**config.mk**
```make
export PLATFORM = sky130hd
export DESIGN_NAME = temp_poll_sequencer
export DESIGN_NICKNAME = d
export VERILOG_FILES = /design/src/rtl/temp_poll_sequencer.sv
export SDC_FILE = /design/constraint.sdc
export NUM_CORES = 1
export LEC_CHECK = 0
export CAP_MARGIN = 5
export CORE_ASPECT_RATIO = 2
export CORE_MARGIN = 2
export CORE_UTILIZATION = 50
export DETAILED_ROUTE_END_ITERATION = 7
export GPL_ROUTABILITY_DRIVEN = 0
export PLACE_DENSITY = 0.8
export SKIP_CTS_REPAIR_TIMING = 1
export SLEW_MARGIN = 20
export SYNTH_ARGS = -nofsm -noshare
export SYNTH_HDL_FRONTEND = slang
export SYNTH_SLANG_ARGS = --single-unit
```
**constraint.sdc**
```tcl
create_clock -name CLK -period 2.5 [get_ports CLK]
set_input_delay 0.5 -clock CLK [delete_from_list [all_inputs] [get_ports CLK]]
set_output_delay 0.5 -clock CLK [all_outputs]
set_load 0.02 [all_outputs]
```
**src/rtl/temp_poll_sequencer.sv**
```systemverilog
// temp_poll_sequencer: command sequencer feeding i2c_master.
// Writes the sensor config once, then polls the temperature register.
// Ports: CLK/RES (sync active-low) clock and reset; en polling enable;
//   start/rw/adr/temp_reg_d1/temp_output_d2 command to the master;
//   m_busy/m_done/m_ack_err/m_rdata master status and read data;
//   temp_c/temp_valid signed reading; temp_error/fault error status.
module temp_poll_sequencer #(
  parameter logic [2:0]  DEV_ADR   = 3'b101,
  parameter logic [7:0]  CFG_PTR   = 8'h09,
  parameter logic [7:0]  CFG_VAL   = 8'h20,
  parameter logic [7:0]  TEMP_PTR  = 8'h00,
  parameter logic [15:0] PERIOD    = 16'd1000,
  parameter logic [15:0] TIMEOUT   = 16'd4000,
  parameter logic [1:0]  MAX_RETRY = 2'd3
) (
  input  logic       CLK,
  input  logic       RES,
  input  logic       en,
  output logic       start,
  output logic       rw,
  output logic [2:0] adr,
  output logic [7:0] temp_reg_d1,
  output logic [7:0] temp_output_d2,
  input  logic       m_busy,
  input  logic       m_done,
  input  logic       m_ack_err,
  input  logic [7:0] m_rdata,
  output logic [8:0] temp_c,
  output logic       temp_valid,
  output logic [3:0] temp_error,
  output logic       fault
);

  typedef enum logic [2:0] {
    S_IDLE,
    S_CFG,
    S_CFG_W,
    S_WAIT,
    S_RD,
    S_RD_W,
    S_RETRY,
    S_FAULT
  } state_t;

  localparam logic EXT = CFG_VAL[2];

  state_t state, state_d, retry_nxt;

  // Shared counter: transaction timer in the *_W states,
  // period counter in S_WAIT / S_RETRY.
  logic [15:0] cnt;
  logic [1:0]  retry_cnt;
  logic        wait_st;
  logic        ok;
  logic        fail;
  logic        cnt_done;
  logic [8:0]  conv;

  assign adr = DEV_ADR;

  always_comb begin
    wait_st  = (state == S_CFG_W) || (state == S_RD_W);
    ok       = wait_st && m_done && !m_ack_err;
    // m_done on the expiry cycle wins over the timeout
    fail     = wait_st &&
               ((m_done && m_ack_err) ||
                (!m_done && (cnt == TIMEOUT)));
    cnt_done = (cnt >= (PERIOD - 16'd1));
    if (EXT)
      conv = {1'b0, m_rdata} - 9'd64;
    else
      conv = {m_rdata[7], m_rdata};
  end

  always_comb begin
    state_d = state;
    start   = 1'b0;
    case (state)
      S_IDLE:
        if (en && !m_busy) state_d = S_CFG;
      S_CFG:
        if (!m_busy) begin
          start   = 1'b1;
          state_d = S_CFG_W;
        end
      S_CFG_W, S_RD_W:
        if (ok)        state_d = S_WAIT;
        else if (fail) state_d = S_RETRY;
      S_WAIT:
        if (cnt_done && en && !m_busy)
          state_d = S_RD;
      S_RD:
        if (!m_busy) begin
          start   = 1'b1;
          state_d = S_RD_W;
        end
      S_RETRY:
        if (retry_cnt == MAX_RETRY)
          state_d = S_FAULT;
        else if (cnt_done)
          state_d = retry_nxt;
      S_FAULT:
        state_d = S_FAULT;
      default:
        state_d = S_IDLE;
    endcase
  end

  always_ff @(posedge CLK) begin
    if (!RES) begin
      state          <= S_IDLE;
      retry_nxt      <= S_CFG;
      cnt            <= 16'd0;
      retry_cnt      <= 2'd0;
      rw             <= 1'b0;
      temp_reg_d1    <= 8'h00;
      temp_output_d2 <= 8'h00;
      temp_c         <= 9'd0;
      temp_valid     <= 1'b0;
      temp_error     <= 4'd0;
      fault          <= 1'b0;
    end else begin
      state      <= state_d;
      temp_valid <= 1'b0;

      // The cycle carrying start counts as the first timed cycle.
      if (start || ok || fail)
        cnt <= 16'd1;
      else if (wait_st)
        cnt <= cnt + 16'd1;
      else if ((state == S_WAIT || state == S_RETRY) && !cnt_done)
        cnt <= cnt + 16'd1;

      if (ok)
        retry_cnt <= 2'd0;

      if (fail) begin
        retry_cnt <= retry_cnt + 2'd1;
        if (temp_error != 4'hF)
          temp_error <= temp_error + 4'd1;
        retry_nxt <= (state == S_CFG_W) ? S_CFG : S_RD;
      end

      if (ok && state == S_RD_W) begin
        temp_c     <= conv;
        temp_valid <= 1'b1;
      end

      // Command fields settle on entry and hold until m_done.
      if (state_d == S_CFG && state != S_CFG) begin
        rw             <= 1'b0;
        temp_reg_d1    <= CFG_PTR;
        temp_output_d2 <= CFG_VAL;
      end
      if (state_d == S_RD && state != S_RD) begin
        rw             <= 1'b1;
        temp_reg_d1    <= TEMP_PTR;
        temp_output_d2 <= 8'h00;
      end

      if (state_d == S_FAULT)
        fault <= 1'b1;
    end
  end

endmodule

```
==> results by group <==
Synthesis
  – EDFF count, synth: 0
  – FF+latch count, synth: 39
  – Seq/Total Area, Yosys: 35.76%
  – YS warnings: 0
  – Synth unique cells: 59
  – Synth Area per Inst: 8.804 sq um
  – Post-synth top flop: dfxtp_1
  – Mapped Area: 0.002183 sq mm
  – Synthesized instance count: 248
  – Synth async-reset ratio: 0%

STA
  – Final setup violation count: 0
  – Relative slew slack: 64.57%
  – Final min period: 2.338 ns
  – Max Clock Skew: 0.004241 ns
  – Fmax: 427.7 MHz
  – Slew Limit Fails: 0
  – Worst-margin pin slew: 0.5306 ns
  – Unrepaired setup endpoints after global routing: false
  – Fin crit share: 93.53%
  – Hold Vio Cnt, Final: 0
  – TNS Setup: 0 ns

Floorplan
  – Die W: 50.73 um
  – Core Area: 0.004254 sq mm
  – Die H: 97.45 um
  – I/O pins: 50
  – Die area: 0.004943 sq mm
  – Starting density of the core: 51.32%
  – Site Rows: 34

Power and ir drop
  – Internal power: 1.077 mW
  – Gate power share: 18.1%
  – Pwr/cell area: 556.4 mW/mm^2
  – Switching Share: 26.25%
  – Sequential power share: 45.2%
  – Leak Pwr: 0.9643 nW
  – Clock power share: 36.7%
  – Peak supply drop: 0.5070 mV
  – Net Switching: 0.3832 mW

Worst hold path
  – Tightest Hold Check Type: flop to flop

Route
  – Vias per inst: 5.524
  – DRC: 0
  – Post-DRT Antenna Nets: 0
  – Via count: 1,856
  – Routed WL: 4664 um
  – TritonRoute pass-1 iters: 4
  – Drt wl/cell: 13.88 um
  – Iter 0 DRT Violations: 40

Placement
  – Port Buf Inserts: 33
  – DP Wirelength: 3465 um

Worst setup path
  – Crit path kind: flop to flop
  – Crit Path Max Fanout: 8
  – Critical Path Sink Type: flop
  – Crit path launch type: flop
  – Worst EP required: 2.72 ns
  – Arrival @ worst endpoint: 2.56 ns

Flow run
  – Max_cap viols: 0

Outcome
  – Status: completed

Clocking
  – CTS Buf Count: 5
  – Clock transition at path regs: 0.08 ns
  – Root Buffer Master: clkbuf_8
  – Bufs on Longest Clock Path: 2
  – H-Tree Depth: 2
  – CTS tree: built
  – Clock latency on the worst-skew pair: 0.29 ns
  – Clock sink count: 39

Global routing
  – GR Overflow Total: 0
  – Antenna violations before repair: 0
  – Global-route wire length before repair: 7638 um
  – Pin count of the biggest net entering global routing: 18
  – Gr usage total: 19.25%
  – Vias in the first global route: 1,722

Finish
  – Layout fillers: 367
  – Post-Route Utilization: 61.68%
  – Antenna Cells: 0
  – # nets final: 299
  – Fraction of layout cells with a size suffix above 1: 9.574%
  – P&R area growth vs syn: 20.17%
==> cell usage after synthesis, types with 2 or more instances <==
library cell	count	share of area [%]
a21oi_1	12	2.8
nand2_1	11	1.9
and2_1	4	1.1
buf_4	20	6.9
o21ai_0	3	0.69
nand3b_1	3	1.0
ha_1	4	2.3
conb_1	2	0.34
nand4_1	2	0.57
inv_1	9	1.5
xor2_1	8	3.2
o211ai_1	2	0.69
o2bb2ai_1	2	0.80
xnor2_1	5	2.0
o2111ai_1	5	2.0
a21o_1	2	0.69
mux2i_1	10	4.6
a31oi_1	3	0.86
nand2b_1	4	1.1
and3_1	3	0.86
or3_1	3	0.86
o31ai_1	5	1.7
clkbuf_1	6	1.0
nor3_1	2	0.46
nor2_1	34	5.8
nor4b_1	3	1.2
nand3_1	6	1.4
or4_1	3	1.0
dfxtp_1	39	36
buf_2	3	0.69
o21a_1	2	0.69
==> final timing paths <==
check,startpoint,end,slack [ns],cells after the start
setup / recovery,cnt[1]$_SDFFE_PP0P_,cnt[7]$_SDFFE_PP0P_,0.16,7
hold / removal,retry_nxt[2]$_SDFFE_PN0P_,retry_nxt[2]$_SDFFE_PN0P_,0.48,2
setup reg to reg,cnt[1]$_SDFFE_PP0P_,cnt[7]$_SDFFE_PP0P_,0.16,7
hold reg to reg,retry_nxt[2]$_SDFFE_PN0P_,retry_nxt[2]$_SDFFE_PN0P_,0.48,2
==> logic make-up after synthesis <==
logic type | count (synthesis) | synth area share [%]
xor+xnor | 13 | 5.215
compound gates | 52 | 18.97
flops | 39 | 35.76
fa+ha+maj | 4 | 2.292
mux | 11 | 5.100
buf+inv | 40 | 10.83
simple gates | 87 | 21.49
other cells | 2 | 0.3440
==> power by group through the flow <==
stage / Combinational (mW) / Clock (mW) / Sequential (mW)
floorplan: 0.200 / 0 / 0.673
global placement: 0.253 / 0 / 0.672
detailed placement: 0.261 / 0 / 0.673
CTS: 0.263 / 0.549 / 0.659
global route: 0.285 / 0.571 / 0.661
finish: 0.265 / 0.535 / 0.660
==> worst max-delay path, stage by stage, from the launching register on <==
cell and delay (ns):
dfxtp_1 0.35, ha_1 0.23, a211oi_2 0.29, nor3_1 0.12
a2111oi_4 0.46, o21ai_1 0.24, or4_1 0.44, a21oi_1 0.16
==> layout by cell type, fill, tap and decap left out, drive strengths merged, types with 2 or more instances in the layout <==
master	n
dfxtp	39
nor2	34
clkdlybuf4s50	32
conb	16
a21oi	12
nand2	12
mux2i	10
inv	9
buf	9
xor2	8
nand3	6
clkbuf	6
xnor2	5
o31ai	5
o2111ai	5
o21ai	5
nand2b	4
and2	4
ha	4
or3	3
and3	3
nor4b	3
nand3b	3
a31oi	3
or4	3
a21o	2
o21a	2
nand4	2
o2bb2ai	2
nor3	2
o211ai	2
clkinv	2
nor4	2
a211oi	2
a2111oi	2
nor3b	2
o21bai	2
==> stage by stage <==
step / cell area (sq um) / hold WS [ns] / worst slack (ns) / std cells / power, mW
floorplan: 2236 / 0.4258 / 0.3664 / 262 / 0.8734
global placement: 2502 / 0.4520 / -0.01821 / 328 / 0.9256
detailed placement: 2502 / 0.4639 / -0.09962 / 328 / 0.9340
CTS: 2620 / 0.4791 / -0.05236 / 336 / 1.472
global route: 2624 / 0.5096 / 0.005400 / 336 / 1.517
finish: 2624 / 0.4771 / 0.1617 / 336 / 1.460
==> final cells by class <==
| type | instances | area, sq um | area share [%] |
|---|---|---|---|
| clock buffers | 6 | 82.58 | 3.147 |
| clock inverters | 2 | 35.03 | 1.335 |
| inverters | 10 | 37.54 | 1.431 |
| multi-input cells | 183 | 1220 | 46.49 |
| flip-flops and latches | 39 | 780.7 | 29.76 |
| well taps | 54 | 67.56 | 2.575 |
| repair buffers | 42 | 400.4 | 15.26 |
==> flip-flops by register name, summed over array words and instances, names as in the netlist <==
register / flops
temp_reg_d1: 1
temp_valid: 1
temp_c: 8
rw: 1
retry_nxt: 2
retry_cnt: 2
cnt: 16
state: 3
fault: 1
temp_error: 4
==> routing by layer <==
layer	vias up	share of wire, %	global-route usage, %
met3	4	5.7	4.615
met2	56	51	32.29
met4	0	0.94	4.574
met1	884	42	24.44
met5	-	0	0
li1	912	-	-
(Power assumes the default switching activity.)
